### src/rtl/keccak_arb_pkg.sv
// Shared types and constants for the keccak core arbiter.
// The optional ownership watchdog is enabled by defining KECCAK_ARB_WDOG_EN.
package keccak_arb_pkg;

    typedef enum logic [1:0] {
        IDLE,
        START,
        OWN,
        FLUSH
    } arb_state_t;

    localparam logic [1:0] SHA3_256 = 2'd0;
    localparam logic [1:0] SHA3_512 = 2'd1;
    localparam logic [1:0] SHAKE128 = 2'd2;
    localparam logic [1:0] SHAKE256 = 2'd3;

    localparam int WORDS_SHA3_256 = 4;
    localparam int WORDS_SHA3_512 = 8;
    localparam int WORDS_SHAKE128 = 21;
    localparam int WORDS_SHAKE256 = 17;

    // Number of output words the core produces per squeeze block for a mode
    function automatic int out_words(input logic [1:0] mode);
        case (mode)
            SHA3_256: return WORDS_SHA3_256;
            SHA3_512: return WORDS_SHA3_512;
            SHAKE128: return WORDS_SHAKE128;
            default:  return WORDS_SHAKE256;
        endcase
    endfunction

endpackage

### src/rtl/keccak_arbiter_rr_arbiter.sv
// Combinational round-robin winner select: first set req bit strictly after ptr,
// wrapping around. Reports the winner both one-hot and as an index.
module rr_arbiter
    import keccak_arb_pkg::*;
#(
    parameter int NREQ = 3,
    parameter int IW   = $clog2(NREQ)
) (
    input  logic [NREQ-1:0] req,
    input  logic [IW-1:0]   ptr,
    output logic [NREQ-1:0] win_onehot,
    output logic [IW-1:0]   win_idx,
    output logic            win_any
);

    logic [IW-1:0] pos;

    always_comb begin
        win_onehot = '0;
        win_idx    = '0;
        win_any    = 1'b0;
        pos        = '0;
        for (int i = 1; i <= NREQ; i++) begin
            pos = IW'((int'(ptr) + i) % NREQ);
            if (!win_any && req[pos]) begin
                win_any         = 1'b1;
                win_onehot[pos] = 1'b1;
                win_idx         = pos;
            end
        end
    end

endmodule

### src/rtl/keccak_arbiter.sv
// Shares one keccak core among NREQ requesters with round-robin ownership.
// Define KECCAK_ARB_WDOG_EN to add a stall watchdog and the wdog_err output.
module keccak_arbiter
    import keccak_arb_pkg::*;
#(
    parameter int NREQ        = 3,
    parameter int DW          = 64,
    parameter int WDOG_CYCLES = 1024
) (
    input  logic                 clk,
    input  logic                 rst,
    input  logic [NREQ-1:0]      req,
    input  logic [NREQ-1:0]      req_release,
    input  logic [2*NREQ-1:0]    req_mode,
    input  logic [DW*NREQ-1:0]   req_in,
    input  logic [NREQ-1:0]      req_in_valid,
    input  logic [NREQ-1:0]      req_is_last,
    input  logic [NREQ-1:0]      req_gimme,
    output logic [NREQ-1:0]      grant,
    output logic [NREQ-1:0]      req_ack,
    output logic [NREQ-1:0]      req_out_valid,
    output logic [DW-1:0]        req_out,
    output logic                 busy,
    output logic                 k_start_calc,
    output logic                 k_in_valid,
    output logic                 k_is_last,
    output logic                 k_gimme,
    output logic [1:0]           k_mode,
    output logic [DW-1:0]        k_in,
    input  logic                 k_ack,
    input  logic                 k_out_valid,
    input  logic                 k_out_buf_empty,
    input  logic [DW-1:0]        k_out
`ifdef KECCAK_ARB_WDOG_EN
    ,
    output logic                 wdog_err
`endif
);

    localparam int IW = $clog2(NREQ);

    arb_state_t    state;
    logic [IW-1:0] ptr;
    logic [IW-1:0] gidx;
    logic [1:0]    mode_q;
    logic [NREQ-1:0] win_onehot;
    logic [IW-1:0] win_idx;
    logic          win_any;
    logic          wdog_fire;

    if (NREQ < 2 || NREQ > 8 || WDOG_CYCLES < 1) begin : g_bad_params
        $error("keccak_arbiter: NREQ must be 2..8 and WDOG_CYCLES must be positive");
    end

    rr_arbiter #(
        .NREQ(NREQ),
        .IW  (IW)
    ) u_rr (
        .req       (req),
        .ptr       (ptr),
        .win_onehot(win_onehot),
        .win_idx   (win_idx),
        .win_any   (win_any)
    );

    assign busy   = (state != IDLE);
    assign k_mode = mode_q;

    // Ownership FSM; a release always drains the core before re-arbitrating
    always_ff @(posedge clk or posedge rst) begin
        if (rst) begin
            state        <= IDLE;
            grant        <= '0;
            gidx         <= '0;
            ptr          <= IW'(NREQ - 1);
            mode_q       <= '0;
            k_start_calc <= 1'b0;
        end else begin
            k_start_calc <= 1'b0;
            case (state)
                IDLE: begin
                    if (win_any) begin
                        grant        <= win_onehot;
                        gidx         <= win_idx;
                        ptr          <= win_idx;
                        mode_q       <= req_mode[2*int'(win_idx) +: 2];
                        k_start_calc <= 1'b1;
                        state        <= START;
                    end
                end
                START: state <= OWN;
                OWN: begin
                    if (req_release[gidx] || wdog_fire) begin
                        grant <= '0;
                        state <= FLUSH;
                    end
                end
                FLUSH: begin
                    if (k_out_buf_empty) state <= IDLE;
                end
                default: state <= IDLE;
            endcase
        end
    end

    always_comb begin
        k_in          = '0;
        k_in_valid    = 1'b0;
        k_is_last     = 1'b0;
        k_gimme       = 1'b0;
        req_ack       = '0;
        req_out_valid = '0;
        req_out       = '0;
        if (state == OWN) begin
            k_in                = req_in[int'(gidx)*DW +: DW];
            k_in_valid          = req_in_valid[gidx];
            k_is_last           = req_is_last[gidx];
            k_gimme             = req_gimme[gidx];
            req_ack[gidx]       = k_ack;
            req_out_valid[gidx] = k_out_valid;
            req_out             = k_out;
        end else if (state == FLUSH) begin
            // Only squeeze while words remain, so an empty core is never popped
            k_gimme = !k_out_buf_empty;
        end
    end

`ifdef KECCAK_ARB_WDOG_EN
    localparam int WW = $clog2(WDOG_CYCLES + 1);

    logic [WW-1:0] wdog_cnt;
    logic          owner_active;

    assign owner_active = req_in_valid[gidx] | req_gimme[gidx] | k_out_valid;
    assign wdog_fire    = (state == OWN) && !owner_active &&
                          (wdog_cnt == WW'(WDOG_CYCLES - 1));

    always_ff @(posedge clk or posedge rst) begin
        if (rst) begin
            wdog_cnt <= '0;
            wdog_err <= 1'b0;
        end else if (state != OWN || owner_active) begin
            wdog_cnt <= '0;
        end else if (wdog_fire) begin
            wdog_cnt <= '0;
            wdog_err <= 1'b1;
        end else begin
            wdog_cnt <= wdog_cnt + WW'(1);
        end
    end
`else
    assign wdog_fire = 1'b0;
`endif

endmodule

### config.mk
export PLATFORM = sky130hd
export DESIGN_NAME = keccak_arbiter
export DESIGN_NICKNAME = d
export VERILOG_FILES = /design/src/rtl/keccak_arb_pkg.sv /design/src/rtl/keccak_arbiter_rr_arbiter.sv /design/src/rtl/keccak_arbiter.sv
export SDC_FILE = /design/constraint.sdc
export NUM_CORES = 1
export LEC_CHECK = 0
export BUFFER_PORTS_ARGS = -buffer_cell sky130_fd_sc_hd__clkbuf_2
export CAP_MARGIN = 10
export CELL_PAD_IN_SITES_DETAIL_PLACEMENT = 0
export CELL_PAD_IN_SITES_GLOBAL_PLACEMENT = 1
export CORE_AREA = 2 2 166 168
export CTS_CLUSTER_DIAMETER = 200
export CTS_CLUSTER_SIZE = 20
export DETAILED_ROUTE_END_ITERATION = 7
export DIE_AREA = 0 0 168 170
export MAX_ROUTING_LAYER = met4
export PLACE_DENSITY_LB_ADDON = 0.08
export SLEW_MARGIN = 5
export SYNTH_ARGS = -nofsm -noshare
export SYNTH_HDL_FRONTEND = slang
export SYNTH_SLANG_ARGS = --single-unit
export TNS_END_PERCENT = 20
### constraint.sdc
create_clock -name clk -period 3 [get_ports clk]
set_input_delay 0.75 -clock clk [delete_from_list [all_inputs] [get_ports clk]]
set_output_delay 0.75 -clock clk [all_outputs]
set_load 0.02 [all_outputs]
==> impl_results.md, run 1 <==
- Largest net degree at the start of global routing: 92
- Worst slew pin tran: 597.7 ps
- GRT Overall Usage: 0.1375
- Distinct cells, synth: 40
- Most frequent cells in the layout: clkbuf_2 (425), and2_1 (131), nand2_1 (77)
- Most common cell after layout, fill and taps aside: clkbuf_2
- Clk buf depth: 2
- Num rows: 60
- Post-CTS repair timing setup buffer count: 0
- Number of global-route vias before repair: 4825
- WHS: 497.9 ps
- Number of clock sinks: 11
- Post-synthesis sequential area ratio: 0.08324
- Max rail drop VDD: 0.0003625 V
- PortBufs: 425
- Reg-to-Reg End: grant[1]$_DFFE_PP0P_
- Die H: 170 µm
- Initial antenna violation count: 1
- Crit end category: output pin
- Root Buffer Master: clkbuf_16
- CP startpoint: ptr[0]$_DFFE_PP0P_
- RSZ-0062 raised after global routing: no
- Setup tns final: 0 ps
- Worst r2r src: ptr[1]$_DFFE_PP1P_
- Final Hold Fails: 0
- Hpwl dp: 16750 µm
- Worst-skew pair later-pin latency: 240 ps
- Core Region: 26650 µm²
- Fin crit period: 2670 ps
- Setup Crit Path Kind: reg -> out
- # setup viols final: 0
- Final ANT Viol Nets: 0
- CTS tree: yes
- Reg2reg setup slack: 420 ps
- Die width: 168 µm
- Synth Flop Type: dfrtp_1
- Syn avg cell area: 6.684 µm²
- Routed wire length: 20370 µm
- Drt pass-1 iters: 4
- Worst path required time: 2250 ps
- Fillers: 3122
- DR vias: 4781
- CTS H-tree depth: 1
- Syn Nets: 787
- HP Class: in -> async
- Status: finished clean
- CTS buffer count: 3
- Final Net Count: 1183
- Clock Skew: 2.968 ps
- Fmax: 0.3745 GHz
- IO Count: 426
- Global-route wire length before repair: 29670 µm
- Die area: 28560 µm²
- Rel. slew slack: 0.5991
- CP Max Fanout: 68
- Vias/cell: 3.874
- Share of cells above drive strength 1: 0.5101
- Leak: 3.209 nW
- EDFF count, synth: 0
- Final period utilization: 0.8900
- Routed len/inst: 16.51 µm
- Post-synth ARST share: 1.000
- Max-slew violations: 0
- Crit path DAT: 1920 ps
- Residual DRC count: 0
- Area growth, synth to finish: 78.76%
- GRT overflow: 0
- Mapped cell area: 3322 µm²
- Drt initial violations: 148
- Number of synthesis warnings: 0
- Pwr dens: 863.8 nW/µm²
- Clk slew on worst S/H paths: 40 ps
- RD Place Congestion: 0.7204
- Starting Density: 0.1246
- Critical path startpoint category: flop
- Seq cells post-synth: 11
- Mapped Cells: 497
- Path depth of the worst reg2reg path: 7
- Max Cap Violations: 0
## kinds of logic (layout without fill, tap and decap cells)
| logic type | count (synthesis) | count (layout) | synth area share |
|---|---|---|---|
| mux | 78 | 78 | 0.2426 |
| buf+inv | 54 | 449 | 0.06591 |
| fa+ha+maj | 8 | 8 | 0.03013 |
| flops | 11 | 11 | 0.08324 |
| simple gates | 243 | 243 | 0.3977 |
| compound gates | 103 | 103 | 0.1804 |
| other cells | 0 | 1 | 0 |
## Yosys cell counts (3+ instances only)
cell type  number  share of area
and2_1        131           0.25
nand2_1        77          0.087
mux2i_1        72           0.22
o21ai_0        70           0.11
clkbuf_1       31          0.035
dfrtp_1        10          0.075
nor2_1          9          0.010
ha_1            8          0.030
inv_1           8         0.0090
buf_1           7         0.0079
buf_2           7          0.011
nand3b_1        6          0.014
a21oi_1         5         0.0075
nand2b_1        5         0.0094
mux2_4          4          0.018
nor3_1          4         0.0060
o211ai_1        4         0.0090
a211oi_1        3         0.0068
a21o_1          3         0.0068
a22o_1          3         0.0079
o21ai_1         3         0.0045
## critical path: stages (launching register included)
cell and delay (ps):
dfrtp_4 500, buf_12 370, mux2i_1 240, o21ai_0 90
and2_1 170, clkbuf_2 180
## stage by stage
stage                     power, W  instance area [µm²]  utilization  worst slack, ps  instances
after CTS                 0.005245                 5931       0.2225            278.9       1233
after detailed placement  0.004998                 5852       0.2196            323.0       1229
final                     0.005129                 5938       0.2228            330.1       1234
after global placement    0.005068                 5852       0.2196            341.5       1229
after global routing      0.005656                 5938       0.2228            157.3       1234
after floorplan           0.003360                 3322            -            257.0        497
## state kept, by name (all words and copies together), names as in the netlist
register,flops
grant,3
k_mode,2
ptr,2
state,2
gidx,1
k_start_calc,1
## metal layers
layer / vias up / share of wire / GRT usage
met4: 0 / 0.013 / 0.02231
met1: 2087 / 0.39 / 0.1502
li1: 2469 / - / -
met5: - / 0 / -
met2: 210 / 0.54 / 0.2659
met3: 15 / 0.059 / 0.02093
## area by class of cell
class / instances / area [µm²] / area share
Timing Repair Buffer: 437 / 2267 / 0.3818
Clock buffer: 4 / 78.83 / 0.01327
Inverter: 8 / 30.03 / 0.005057
Sequential cell: 11 / 281.5 / 0.04741
Multi-Input combinational cell: 432 / 2851 / 0.4802
Tap cell: 341 / 426.7 / 0.07185
Antenna cell: 1 / 2.502 / 0.0004214
## timing repair
| item | CTS | global route |
|---|---|---|
| setup endpoints to repair | 0 | 1 |
| gates resized for setup | 0 | 1 |
| hold buffers | 0 | 0 |
## power breakdown
group,internal [W],switching [W]
sequential,0.000229,0.0000651
combinational,0.00179,0.00280
clock,0.000178,0.0000657
## how the worst max path moves through the flow
| stage | to | slack (ps) | cells past startpoint |
|---|---|---|---|
| floorplan | grant[0]$_DFFE_PP0P_ | 260 | 10 |
| global placement | k_mode[0]$_DFFE_PP0P_ | 340 | 7 |
| detailed placement | k_mode[1]$_DFFE_PP0P_ | 320 | 7 |
| CTS | k_gimme | 280 | 6 |
| global route | k_gimme | 160 | 6 |
| finish | k_in[32] | 330 | 5 |
Note: power is estimated with default switching activity, not from simulation.
==> run 2: changes to the inputs <==
- ABC_AREA: unset -> 1
- CORE_AREA: 2 2 166 168 -> 2 2 165 167
- DIE_AREA: 0 0 168 170 -> 0 0 167 169
==> impl_results.md, run 2 <==
- Status: finished clean
- Max Cap Violations: 0
- Most flop-heavy register: grant
- Die H: 169 µm
- Clk slew on worst S/H paths: 50 ps
- Synth Flop Type: dfrtp_1
- Reg-to-Reg End: k_mode[1]$_DFFE_PP0P_
- Syn avg cell area: 4.819 µm²
- Seq cells post-synth: 11
- # setup viols final: 0
- Initial antenna violation count: 1
- Global-route wire length before repair: 30890 µm
- Final period utilization: 0.8649
- Drt initial violations: 215
- Final Net Count: 1339
- Fmax: 0.3854 GHz
- Critical path startpoint category: flop
- Max rail drop VDD: 0.0002330 V
- Path depth of the worst reg2reg path: 12
- Fin crit period: 2595 ps
- Cts hold-fix bufs: 0
- Mapped Cells: 645
- Post-CTS repair timing setup buffer count: 0
- Final ANT Viol Nets: 0
- Fin area: 5763 µm²
- Worst r2r src: ptr[1]$_DFFE_PP1P_
- Ranking of synthesized cells by area: nand2_1 (36%), inv_1 (18%), a22oi_1 (14%)
- Count leader, synth: nand2_1
- GRT overflow: 0
- Area growth, synth to finish: 85.43%
- Hold Path Depth: 2
- Root Buffer Master: clkbuf_16
- Post-DP Area: 5682 µm²
- Yosys top cell by area: nand2_1
- Largest register FFs: 3
- Crit end category: output pin
- Worst slew pin tran: 483.9 ps
- Final Hold Fails: 0
- Share of cells above drive strength 1: 0.4466
- Top cells by count, synth: nand2_1 (298), inv_1 (151), a22oi_1 (59)
- CP Max Fanout: 39
- Routed len/inst: 15.45 µm
- GRT Overall Usage: 0.1458
- DR vias: 5332
- Max-slew violations: 0
- Clk buf depth: 2
- Starting Density: 0.1173
- Drt pass-1 iters: 4
- HP Class: reg -> reg
- Most frequent cells in the layout: clkbuf_2 (425), nand2_1 (298), inv_1 (151)
- Setup Crit Path Kind: reg -> out
- Utilization after layout: 0.2175
- WHS: 482.9 ps
- Clock Skew: 4.697 ps
- Num rows: 60
- Worst path required time: 2250 ps
- Yosys top cell area share: 0.3599
- Most common cell after layout, fill and taps aside: clkbuf_2
- Post-CTS resize count: 0
- PortBufs: 425
- IO Count: 426
- Min-delay src: grant[2]$_DFFE_PP0P_
- Hold endpoint: grant[2]$_DFFE_PP0P_
- RD Place Congestion: 0.7722
- Largest net degree at the start of global routing: 51
- Pwr dens: 852.5 nW/µm²
- Number of synthesis warnings: 0
- Worst-skew pair later-pin latency: 240 ps
- Mapped cell area: 3108 µm²
- Vias/cell: 3.836
- Reg2reg setup slack: 880 ps
- Syn Nets: 935
- CTS tree: yes
- Distinct cells, synth: 26
- Setup tns final: 0 ps
- Residual DRC count: 0
- Hpwl dp: 18230 µm
- Die width: 167 µm
- RSZ-0062 raised after global routing: no
- Crit path DAT: 1840 ps
- CTS buffer count: 3
- Routed wire length: 21470 µm
- Core Region: 26500 µm²
- Leak: 4.306 nW
- Post-synthesis sequential area ratio: 0.08897
- EDFF count, synth: 0
- Post-synth ARST share: 1.000
- Die area: 28220 µm²
- Number of global-route vias before repair: 5356
- CTS H-tree depth: 1
- Rel. slew slack: 0.6771
- Number of clock sinks: 11
[run 2: changes by cell type after synthesis, sizes merged, moves of 7 or more]
cell    change
and2      -131
nor2        +7
clkbuf     -15
nand2     +230
o21ai      -60
a22oi      +58
inv       +150
nand3      +26
mux2i      -73
[run 2: how the worst max path moves through the flow]
stage / slack [ps] / end / from / cells after the start
2_1_floorplan: 720 / req_out[13] / state[0]$_DFFE_PP0P_ / 7
3_3_place_gp: 610 / k_in[19] / ptr[0]$_DFFE_PP0P_ / 7
3_5_place_dp: 600 / k_in[8] / ptr[0]$_DFFE_PP0P_ / 7
4_1_cts: 330 / k_in[8] / ptr[0]$_DFFE_PP0P_ / 7
5_1_grt: 270 / k_in[63] / ptr[0]$_DFFE_PP0P_ / 8
6_report: 410 / k_in[8] / ptr[0]$_DFFE_PP0P_ / 7
[run 2: report_power, final]
group          internal (W)  switching (W)
Combinational       0.00142        0.00297
Clock              0.000179      0.0000694
Sequential         0.000219      0.0000522
Total               0.00182        0.00310
[run 2: worst max-delay path, stage by stage, from the launching register on]
cell and delay [ps]:
dfrtp_1 470, nor2_4 350, buf_12 260, a22oi_1 150, nand2_1 90, nand2_1 50
inv_1 60, clkbuf_2 160
[run 2: cell families after synthesis]
family                   count (synthesis)  synth area share
AO/OA/AOI/OAI                           81            0.1856
buffers and inverters                  194            0.2383
flip-flops                              11           0.08897
AND/OR/NAND/NOR                        351            0.4549
adder cells (fa/ha/maj)                  8           0.03221
[run 2: layer usage]
layer / global-route usage / part of all wire / vias to the layer above
met5: - / 0 / -
met4: 0.01837 / 0.0077 / 0
met3: 0.02876 / 0.074 / 8
met2: 0.2850 / 0.54 / 283
met1: 0.1547 / 0.38 / 2313
li1: - / - / 2728
[run 2: stage by stage]
| stage | setup WS [ps] | instances | power, W |
|---|---|---|---|
| final | 405.2 | 1390 | 0.004913 |
| after floorplan | 721.5 | 645 | 0.003132 |
| after detailed placement | 598.3 | 1385 | 0.004763 |
| after global routing | 269.6 | 1390 | 0.005455 |
| after CTS | 330.7 | 1389 | 0.005033 |
| after global placement | 606.1 | 1385 | 0.004826 |
[run 2: cell type report]
type	count	area, µm²
Multi-Input combinational cell	440	2121
Tap cell	341	426.7
Inverter	158	593.1
Sequential cell	11	276.5
Antenna cell	1	2.502
Timing Repair Buffer	435	2265
Clock buffer	4	78.83
Fill cell	3212	20740
